`config.mk`:
```
export PLATFORM = sky130hd
export DESIGN_NAME = instruction_loader
export DESIGN_NICKNAME = d
export VERILOG_FILES = /design/src/rtl/mips_pkg.sv /design/src/rtl/word_assembler.sv /design/src/rtl/instruction_loader.sv
export SDC_FILE = /design/constraint.sdc
export NUM_CORES = 1
export LEC_CHECK = 0
export ABC_AREA = 1
export CAP_MARGIN = 15
export CORE_ASPECT_RATIO = 0.9
export CORE_MARGIN = 4
export CORE_UTILIZATION = 53
export CTS_CLUSTER_SIZE = 40
export DETAILED_ROUTE_END_ITERATION = 8
export PLACE_DENSITY = 0.9
export SLEW_MARGIN = 0
export SYNTH_ARGS = -nofsm -noshare
export SYNTH_HDL_FRONTEND = slang
export SYNTH_HIERARCHICAL = 1
export SYNTH_SLANG_ARGS = --single-unit
```
`constraint.sdc`:
```
create_clock -name clock -period 2 [get_ports clock]
set_input_delay 0.2 -clock clock [delete_from_list [all_inputs] [get_ports clock]]
set_output_delay 0.2 -clock clock [all_outputs]
set_load 0.005 [all_outputs]
```
`src/rtl/mips_pkg.sv`:
```
// mips_pkg: shared loader state encodings and instruction memory sizing
package mips_pkg;

    localparam int IMEM_DEPTH = 50;
    localparam int INSTR_W    = 32;

    typedef enum logic [2:0] {
        IDLE   = 3'd0,
        CNT_HI = 3'd1,
        CNT_LO = 3'd2,
        DATA   = 3'd3,
        WRITE  = 3'd4,
        DONE   = 3'd5,
        ERROR  = 3'd6
    } loader_state_t;

endpackage

```
`src/rtl/word_assembler.sv`:
```
// word_assembler: shifts stream bytes MSB-first into a 32-bit instruction word
module word_assembler
    import mips_pkg::*;
(
    input  logic               clock,
    input  logic               reset_n,
    input  logic               clear,
    input  logic               shift,
    input  logic [7:0]         in_data,
    output logic [INSTR_W-1:0] word,
    output logic               word_full
);

    logic [INSTR_W-9:0] sr;
    logic [1:0]         cnt;

    // Only the first three bytes are stored; the fourth is merged on the fly so
    // the finished word is available on the edge that accepts its last byte.
    assign word      = {sr, in_data};
    assign word_full = cnt == 2'd3;

    // Byte shift register and position counter
    always_ff @(posedge clock or negedge reset_n) begin
        if (!reset_n) begin
            sr  <= '0;
            cnt <= '0;
        end else if (clear) begin
            sr  <= '0;
            cnt <= '0;
        end else if (shift) begin
            sr  <= {sr[INSTR_W-17:0], in_data};
            cnt <= cnt + 2'd1;
        end
    end

endmodule

```
`src/rtl/instruction_loader.sv`:
```
// instruction_loader: streams a counted byte program into instruction memory
module instruction_loader
    import mips_pkg::*;
#(
    parameter int DEPTH  = IMEM_DEPTH,
    parameter int ADDR_W = 32
) (
    input  logic               clock,
    input  logic               reset_n,
    input  logic               start,
    input  logic               in_valid,
    input  logic [7:0]         in_data,
    output logic               in_ready,
    output logic               mem_we,
    output logic [ADDR_W-1:0]  mem_addr,
    output logic [INSTR_W-1:0] mem_wdata,
    output logic               busy,
    output logic               done,
    output logic               error,
    output logic [15:0]        words_loaded
);

    localparam int          IDX_W   = DEPTH > 1 ? $clog2(DEPTH) : 1;
    localparam logic [15:0] DEPTH16 = 16'(DEPTH);

    loader_state_t      state, state_nxt;
    logic [15:0]        count;
    logic [IDX_W-1:0]   word_idx;
    logic [INSTR_W-1:0] asm_word;
    logic               word_full;
    logic               xfer;
    logic               launch;
    logic               last_word;
    logic [15:0]        cnt_full;

    assign xfer      = in_valid && in_ready;
    assign launch    = start && (state == IDLE || state == DONE || state == ERROR);
    assign cnt_full  = {count[15:8], in_data};
    assign last_word = (words_loaded + 16'd1) == count;

    word_assembler u_asm (
        .clock     (clock),
        .reset_n   (reset_n),
        .clear     (launch),
        .shift     (xfer && state == DATA),
        .in_data   (in_data),
        .word      (asm_word),
        .word_full (word_full)
    );

    // State register
    always_ff @(posedge clock or negedge reset_n) begin
        if (!reset_n) state <= IDLE;
        else          state <= state_nxt;
    end

    // Next-state and Moore-decoded handshake/strobe outputs
    always_comb begin
        state_nxt = state;
        in_ready  = state == CNT_HI || state == CNT_LO || state == DATA;
        busy      = in_ready || state == WRITE;
        mem_we    = state == WRITE;
        case (state)
            IDLE, DONE, ERROR: if (start) state_nxt = CNT_HI;
            CNT_HI:            if (xfer) state_nxt = CNT_LO;
            CNT_LO:            if (xfer) state_nxt = cnt_full == 16'd0 ? DONE :
                                                     cnt_full > DEPTH16 ? ERROR : DATA;
            DATA:              if (xfer && word_full) state_nxt = WRITE;
            WRITE:             state_nxt = last_word ? DONE : DATA;
            default:           state_nxt = IDLE;
        endcase
    end

    // Count capture, word indexing, write port registers and status levels
    always_ff @(posedge clock or negedge reset_n) begin
        if (!reset_n) begin
            count        <= '0;
            word_idx     <= '0;
            words_loaded <= '0;
            done         <= 1'b0;
            error        <= 1'b0;
            mem_addr     <= '0;
            mem_wdata    <= '0;
        end else begin
            if (launch) begin
                word_idx     <= '0;
                words_loaded <= '0;
                done         <= 1'b0;
                error        <= 1'b0;
            end
            if (state == CNT_HI && xfer) count[15:8] <= in_data;
            if (state == CNT_LO && xfer) begin
                count[7:0] <= in_data;
                done       <= cnt_full == 16'd0;
                error      <= cnt_full > DEPTH16;
            end
            // Write address/data are loaded as the word completes so they are
            // valid for the whole WRITE cycle and hold afterwards.
            if (state == DATA && xfer && word_full) begin
                mem_addr  <= ADDR_W'(word_idx);
                mem_wdata <= asm_word;
            end
            if (state == WRITE) begin
                word_idx     <= word_idx + 1'b1;
                words_loaded <= words_loaded + 16'd1;
                done         <= last_word;
            end
        end
    end

endmodule

```
==> flow_summary.ini, run 1 <==
[sta]
hold_viol = 0
finalSetupViolations = 0
grt_setup_unrepaired = yes
fmax_ghz = 0.517
fin_crit_ps = 1940
worst_pin_slew_ps = 550
holdWs_ps = 385
drv_slew = 0
fin_skew_ps = 6.73
relSlewSlack_pct = 63.3
finalWorstSetupSlack_ps = 65.0
min_period_over_period_pct = 96.8

[critical_path]
start_kind = flop
crit_path_end_kind = output pin
path_max_fanout = 7
worstPathRequired_ps = 1800
critPathArrivalTime_ps = 1740
critPathKind = flop to output pin

[clock_network]
insertion_delay_ps = 350
cts_tree = done
cts.sinks = 107
clock_path_buffers = 2
path_clk_slew_ps = 70
htreeDepth = 3
numCtsBuffers = 9
cts_root_buf = clkbuf_16

[grt]
grt_max_degree = 45
antenna_found_initial = 0
grt_pass1_vias = 4463
grt_pass1_wl_um = 21500
track_usage_pct = 22.4
grt-ovfl-total = 0

[pwr]
finalPower_mw = 6.83
leakagePower_nw = 3.20
clock_power_share_pct = 30.8
switching_share_pct = 34.7
combPwrFrac_pct = 27.6
p_seq_share_pct = 41.6
intPower_mw = 4.46
ir_drop_uv = 620
p_per_area_nw_per_um2 = 1040
p_switching_mw = 2.37

[placement]
io_buffers = 70
dpl-instance-area_um2 = 6120
place_hpwl_um = 9390
place_worst_setup_slack_ps = 0.0471
place_congestion = 0.908

[logic_synthesis]
synth_top_area_share_pct = 49.7
ys_top_cells_by_area = dfrtp_1 (50%), nand2_1 (12%), mux2_2 (6.7%), buf_4 (4.7%), inv_1 (3.9%)
synthArstFlopShare_pct = 100
synth_common_cells = nand2_1 (167), dfrtp_1 (107), inv_1 (56)
seq_area_frac_synth_pct = 49.7
synth_ff_type = dfrtp_1
synth_cell_types = 30
ys_seq_elements = 107
syn-instance-count = 605
syn_avg_cell_area_um2 = 8.91
synthesis.area_um2 = 5390
yosys_warnings = 6
yosys.area.top_type = dfrtp_1
yosysMostFrequentCell = nand2_1
synth_edf_count = 0

[floorplanning]
fp-row-count = 34
io-pin-count = 97
core_region_area_um2 = 9780
dieHeight_um = 104
die_width_um = 114
start_util_pct = 55.1
dieArea_um2 = 11900

[hold_path]
hold_class = input pin to asynchronous set/reset pin

[route]
firstDrtPassIters = 5
drc_errors = 0
wire_per_inst_um = 16.3
num_vias = 4424
vias_per_cell = 5.45
drt_iter0_markers = 280
postRouteAntennaNets = 0
drt-total-wl_um = 13200

[run]
drv_cap = 0

[run_status]
status = complete, no violations

[cells_and_area]
layout-drive-gt1-share_pct = 17.1
syn_to_final_growth_pct = 21.7
fin_area_um2 = 6570
nets = 695
diodes = 0
## stage by stage
step	TNS (ps)	utilization, %	cells
2_1_floorplan	0	-	630
4_1_cts	0	66.4	809
3_5_place_dp	0	62.5	791
6_report	0	67.1	811
3_3_place_gp	0	62.5	791
5_1_grt	-38.8	67.1	811
## sequential cells by signal, indices dropped and copies added, names as in the netlist
name,count
mem_wdata,32
u_asm/sr,24
count,16
words_loaded,16
mem_addr,6
word_idx,6
state,3
u_asm/cnt,2
done,1
error,1
## critical path: stages, from the launching register on
cell and delay, ps:
dfrtp_1 410, nor2_2 160, nand2_2 100, inv_4 80, buf_6 130, clkdlybuf4s50_1 500
## cell families (layout without fill, tap and decap cells)
kind of cell / after synthesis / count (layout) / synth area share, %
mux: 32 / 32 / 6.68
other cells: 1 / 26 / 0.0695
fa+ha+maj: 3 / 3 / 0.696
xor+xnor: 2 / 2 / 0.325
simple gates: 293 / 293 / 25.7
buf+inv: 109 / 164 / 11.1
compound gates: 58 / 58 / 5.82
flops: 107 / 107 / 49.7
## power by group through the flow
stage | registers [mW] | clock network (mW) | logic, mW
2_1_floorplan | 2.75 | 0 | 1.33
3_3_place_gp | 2.84 | 0 | 1.73
3_5_place_dp | 2.86 | 0 | 1.79
4_1_cts | 2.82 | 2.13 | 1.84
5_1_grt | 2.88 | 2.22 | 2.11
6_report | 2.84 | 2.11 | 1.88
## layer usage
layer  vias up  wire, µm  track usage (%)  part of all wire [%]
met3        29      1110             6.65                   8.4
met5         -         0                0                     0
met4         0       235             5.68                   1.8
li1       2059         -                -                     -
met2       210      6560             37.8                    50
met1      2126      5300             28.1                    40
## worst paths after layout
check | startpoint | endpoint | slack (ps) | cells past startpoint
worst max-delay path | state[0] | mem_we | 60 | 5
worst min-delay path | reset_n | mem_wdata[0] | 380 | 2
worst max register to register | words_loaded[8] | state[1] | 130 | 15
worst min register to register | u_asm/sr[17] | u_asm/sr[17] | 480 | 2
max in group asynchronous | reset_n | word_idx[1] | 910 | 3
min in group clock | u_asm/sr[17] | u_asm/sr[17] | 480 | 2
## cell usage in the layout, fill, tap and decap left out, drive strengths merged, types with 21 or more instances in the layout
cell type and instances:
nand3 62, nor2 40, clkdlybuf4s50 68, nand2 172
inv 59, mux2 32, buf 21, o21ai 37
dfrtp 107, conb 26
## cell type report
| class | count | area [µm²] |
|---|---|---|
| multi-input combinational | 414 | 2250 |
| clock buffer | 9 | 225 |
| timing repair buffer | 91 | 890 |
| clock inverter | 7 | 134 |
| inverter | 57 | 221 |
| tap | 126 | 158 |
| fill | 751 | 3220 |
| sequential | 107 | 2680 |
## timing repair
| item | CTS | global route |
|---|---|---|
| endpoints found under the setup margin | 4 | 5 |
| hold buffers | 1 | 0 |
| resized for setup | 3 | 20 |
| endpoints found under the hold margin | 42 | 0 |
| pin swaps | 0 | 3 |
| cloned | 0 | 0 |
| setup buffers | 1 | 2 |
No activity file was read; power rests on OpenSTA's default activity.
==> run 2: changes to the inputs <==
Settings changed: CAP_MARGIN 15 to default, SKIP_CTS_REPAIR_TIMING from default to 1.
==> run 2 against run 1 <==
Against the previous run:
- clock skew about the same
- routed wire length fell by 1.2%
- sequential power barely moved
- die area unchanged
- count of clock-buffer cells in the layout did not move
==> flow_summary.ini, run 2 (synthesized netlist as in run 1, its figures left out) <==
[route]
postRouteAntennaNets = 0
drt_iter0_markers = 271
firstDrtPassIters = 7
drt-total-wl_um = 13000
vias_per_cell = 5.44
num_vias = 4401
wire_per_inst_um = 16.1
drc_errors = 0

[sta]
fin_crit_ps = 1920
fin_skew_ps = 6.52
fmax_ghz = 0.521
worst_pin_slew_ps = 552
finalSetupViolations = 0
hold_viol = 0
drv_slew = 0
min_period_over_period_pct = 96.0
relSlewSlack_pct = 63.2
fin_setup_tns_ps = 0
grt_setup_unrepaired = yes

[critical_path]
critPathArrivalTime_ps = 1720
r2r_slack_ps = 140
worstPathRequired_ps = 1800
start_kind = flop
critPathKind = flop to output pin
path_max_fanout = 7
crit_path_end_kind = output pin

[cells_and_area]
nets = 693
syn_to_final_growth_pct = 21.5
layout_commonest_cell = nand2_1
regMostFlops = mem_wdata
layout-drive-gt1-share_pct = 17.0
diodes = 0
top_regs = mem_wdata: 32 flops, u_asm/sr: 24 flops
largest_reg_flops = 32
fin_area_um2 = 6550
final_cell_mix = nand2_1 (166), dfrtp_1 (101), clkdlybuf4s50_1 (68)

[placement]
io_buffers = 70
dpl-instance-area_um2 = 6120
place_congestion = 0.908
place_hpwl_um = 9390

[floorplanning]
core_region_area_um2 = 9780
dieArea_um2 = 11900
io-pin-count = 97
die_width_um = 114
start_util_pct = 55.1
dieHeight_um = 104
fp-row-count = 34

[pwr]
p_seq_share_pct = 41.8
clock_power_share_pct = 30.9
p_switching_mw = 2.37
switching_share_pct = 34.7
ir_drop_uv = 623
leakagePower_nw = 3.19
intPower_mw = 4.45
combPwrFrac_pct = 27.4
p_per_area_nw_per_um2 = 1040

[clock_network]
htreeDepth = 3
insertion_delay_ps = 350
path_clk_slew_ps = 70
numCtsBuffers = 9
clock_path_buffers = 2
cts_tree = done
cts.sinks = 107
cts_root_buf = clkbuf_16

[grt]
grt_pass1_wl_um = 21500
grt_pass1_vias = 4448
use_met3_pct = 6.65
grt.met2_usage_pct = 37.8
grt_max_degree = 45
track_usage_pct = 22.4
busiest_layer = met2
grt-ovfl-total = 0
antenna_found_initial = 0
grt.met1_usage_pct = 28.0

[run_status]
status = complete, no violations

[hold_path]
hold_class = input pin to asynchronous set/reset pin

[run]
drv_cap = 0
==> run 2: worst max-delay path, cell delays in order, from the launching register on <==
cell and delay, ps:
dfrtp_2 430, nor2_4 130, nand2_2 70, inv_2 110, buf_6 140, clkdlybuf4s50_1 500
==> run 2: area by class of cell <==
cell class,count,area (µm²)
well taps,126,158
multi-input cells,414,2260
repair buffers,89,875
flip-flops and latches,107,2690
clock buffers,9,225
clock inverters,7,134
fillers,748,3230
inverters,57,219
==> run 2: path summary, 6_finish.rpt <==
check	cells after the start	from	end
min reg2reg	2	u_asm/sr[17]	u_asm/sr[17]
min	2	reset_n	mem_wdata[0]
max reg2reg	15	words_loaded[5]	state[1]
min in group clock	2	u_asm/sr[17]	u_asm/sr[17]
max	5	state[1]	mem_we
max in group asynchronous	3	reset_n	word_idx[0]
==> run 2: per-layer routing <==
metal | wire [µm] | up-vias
li1 | - | 2053
met1 | 5180 | 2122
met3 | 1150 | 25
met4 | 214 | 0
met2 | 6500 | 201
met5 | 0 | -
==> run 2: through the flow <==
step	total power [mW]	setup slack, ps	utilization, %	hold slack, ps	std cells
2_1_floorplan	4.08	272	-	-95.6	630
3_3_place_gp	4.58	15.8	62.5	216	791
3_5_place_dp	4.65	0.0471	62.5	221	791
4_1_cts	6.78	-85.8	66.2	-155	807
5_1_grt	7.19	-32.8	67.0	441	809
6_report	6.82	80.1	67.0	386	809
==> run 2: power by group through the flow <==
stage               logic [mW]  clock network [mW]  registers, mW
finish                    1.87                2.10           2.85
global route              2.09                2.22           2.88
CTS                       1.82                2.13           2.83
detailed placement        1.79                   0           2.86
global placement          1.73                   0           2.84
floorplan                 1.33                   0           2.75
==> run 3: changes to the inputs <==
Settings changed: CORE_UTILIZATION 53 to 57, CTS_CLUSTER_DIAMETER from default to 150, PLACE_DENSITY 0.9 to 0.95, SETUP_SLACK_MARGIN from default to 0.3.
Clock period 2 ns to 2.3 ns, I/O delays scaled along.
==> run 3 against run 2 <==
Against the previous run:
- core utilization rose by 3.1 points
- sequential power decreased by 13%
- global-route usage is 1.7 points higher
- clock power shrank 44%
- cell area decreased by 2.0%
- combinational power fell by 13%
- total power fell by 23%
- first-iteration DRC count rose by 1.8%
- via count grew 0.27%
- sequential share of layout area grew 0.91 points
- critical endpoint is now state[1]
==> flow_summary.ini, run 3 (synthesized netlist as in run 1, its figures left out) <==
[sta]
hold_viol = 0
fin_crit_ps = 1850
finalSetupViolations = 0
min_period_over_period_pct = 80.5
fmax_ghz = 0.540
drv_slew = 0
fin_setup_tns_ps = 0
relSlewSlack_pct = 64.2
fin_skew_ps = 12.3
worst_pin_slew_ps = 537
holdWs_ps = 368
grt_setup_unrepaired = yes

[grt]
grt-ovfl-total = 0
track_usage_pct = 24.1
busiest_layer = met2
grt.met1_usage_pct = 30.9
grt_max_degree = 47
grt_pass1_vias = 4393
use_met3_pct = 4.76
antenna_found_initial = 0
grt_pass1_wl_um = 21600
grt.met2_usage_pct = 41.0

[critical_path]
path_max_fanout = 5
start_kind = flop
r2r-end = state[1]
r2r_slack_ps = 450
cpPeakStageDelay_ps = 430
reg2reg_depth = 14
critPathKind = flop to flop
crit_path_top_delay_cell = dfrtp_1
worstPathRequired_ps = 2570
cp_cell_sequence = ha_2, nand3_4, nor2_1, nand4_1, nand2_1, nand2_1, nand2_1, nand2_1, nor2_2, nand3_1, nand2_1, nand2_1, nand2_1, nand2_1
critPathArrivalTime_ps = 2120
rr_startpoint = words_loaded[0]
crit_top_cell = nand2_1
crit_path_end_kind = flop

[run]
drv_cap = 0

[route]
vias_per_cell = 5.45
postRouteAntennaNets = 0
drt-total-wl_um = 13100
drc_errors = 0
wire_per_inst_um = 16.2
firstDrtPassIters = 5
drt_iter0_markers = 276
num_vias = 4413

[pwr]
leakagePower_nw = 3.12
p_per_area_nw_per_um2 = 822
ir_drop_uv = 533

[run_status]
status = complete, no violations

[clock_network]
insertion_delay_ps = 380
cts_tree = done
cts_root_buf = clkbuf_8
numCtsBuffers = 9
path_clk_slew_ps = 120
htreeDepth = 3
clock_path_buffers = 2
cts.sinks = 107

[placement]
io_buffers = 70
place_hpwl_um = 9590
place_congestion = 0.987
dpl-instance-area_um2 = 6080

[floorplanning]
io-pin-count = 97
dieArea_um2 = 11100
die_width_um = 111
core_region_area_um2 = 9170
start_util_pct = 58.8
dieHeight_um = 100
fp-row-count = 33

[cells_and_area]
layout_commonest_cell = nand2_1
largest_reg_flops = 32
layout-drive-gt1-share_pct = 18.2
top_regs = mem_wdata: 32 flops, u_asm/sr: 24 flops
nets = 697
final_cell_mix = nand2_1 (166), dfrtp_1 (98), clkdlybuf4s50_1 (68)
fin_area_um2 = 6420
syn_to_final_growth_pct = 19.0
diodes = 0
regMostFlops = mem_wdata

[hold_path]
hold_class = input pin to asynchronous set/reset pin
run 3: cell types whose count changed in the layout (fill, tap and decap cells not counted), moves of 2 or more:
cell | previous run | this run
clkbuf_8 | 0 | 9
nor2_2 | 3 | 5
bufinv_16 | 3 | 0
clkbuf_16 | 9 | 0
dfrtp_1 | 101 | 98
dfrtp_2 | 6 | 9
buf_4 | 16 | 21
run 3: per-layer routing:
layer  routed length, µm  vias to the layer above
met1                5330                     2119
li1                    -                     2064
met3                 993                       25
met4                 261                        0
met2                6550                      205
met5                   0                        -
run 3: area by class of cell:
cell class              count  area [µm²]
clock buffers               9         124
clock inverters             7        80.1
fillers                   668        2750
inverters                  57         219
multi-input cells         414        2250
flip-flops and latches    107        2690
well taps                 122         153
repair buffers             93         901
run 3: worst max path at each step:
| stage | slack [ps] | startpoint | cells after the start | to |
|---|---|---|---|---|
| final | 450 | words_loaded[0] | 14 | state[1] |
| after global routing | 260 | words_loaded[3] | 15 | state[1] |
| after CTS | 180 | state[1] | 4 | busy |
| after detailed placement | 330 | words_loaded[0] | 14 | state[1] |
| after global placement | 450 | words_loaded[0] | 15 | state[1] |
| after floorplan | 570 | words_loaded[0] | 15 | state[1] |
run 3: power breakdown:
group | switching (mW) | internal (mW) | leakage [nW] | total, mW
Combinational | 1.03 | 0.598 | 1.58 | 1.63
Clock | 0.731 | 0.435 | 0.105 | 1.17
Sequential | 0.303 | 2.18 | 1.44 | 2.48
run 3: through the flow:
step	instances	util, %	setup WS (ps)	total power, mW
global route	809	70.0	263	5.61
finish	809	70.0	449	5.28
global placement	783	66.4	448	3.95
CTS	799	68.6	184	5.20
floorplan	630	-	572	3.55
detailed placement	783	66.4	333	4.05
run 3: worst max-delay path: cells and delay by family (launching register included):
family / cells / cell delay (ps)
and+or+nand+nor: 13 / 1070
DFF: 1 / 430
adders and majority gates: 1 / 250
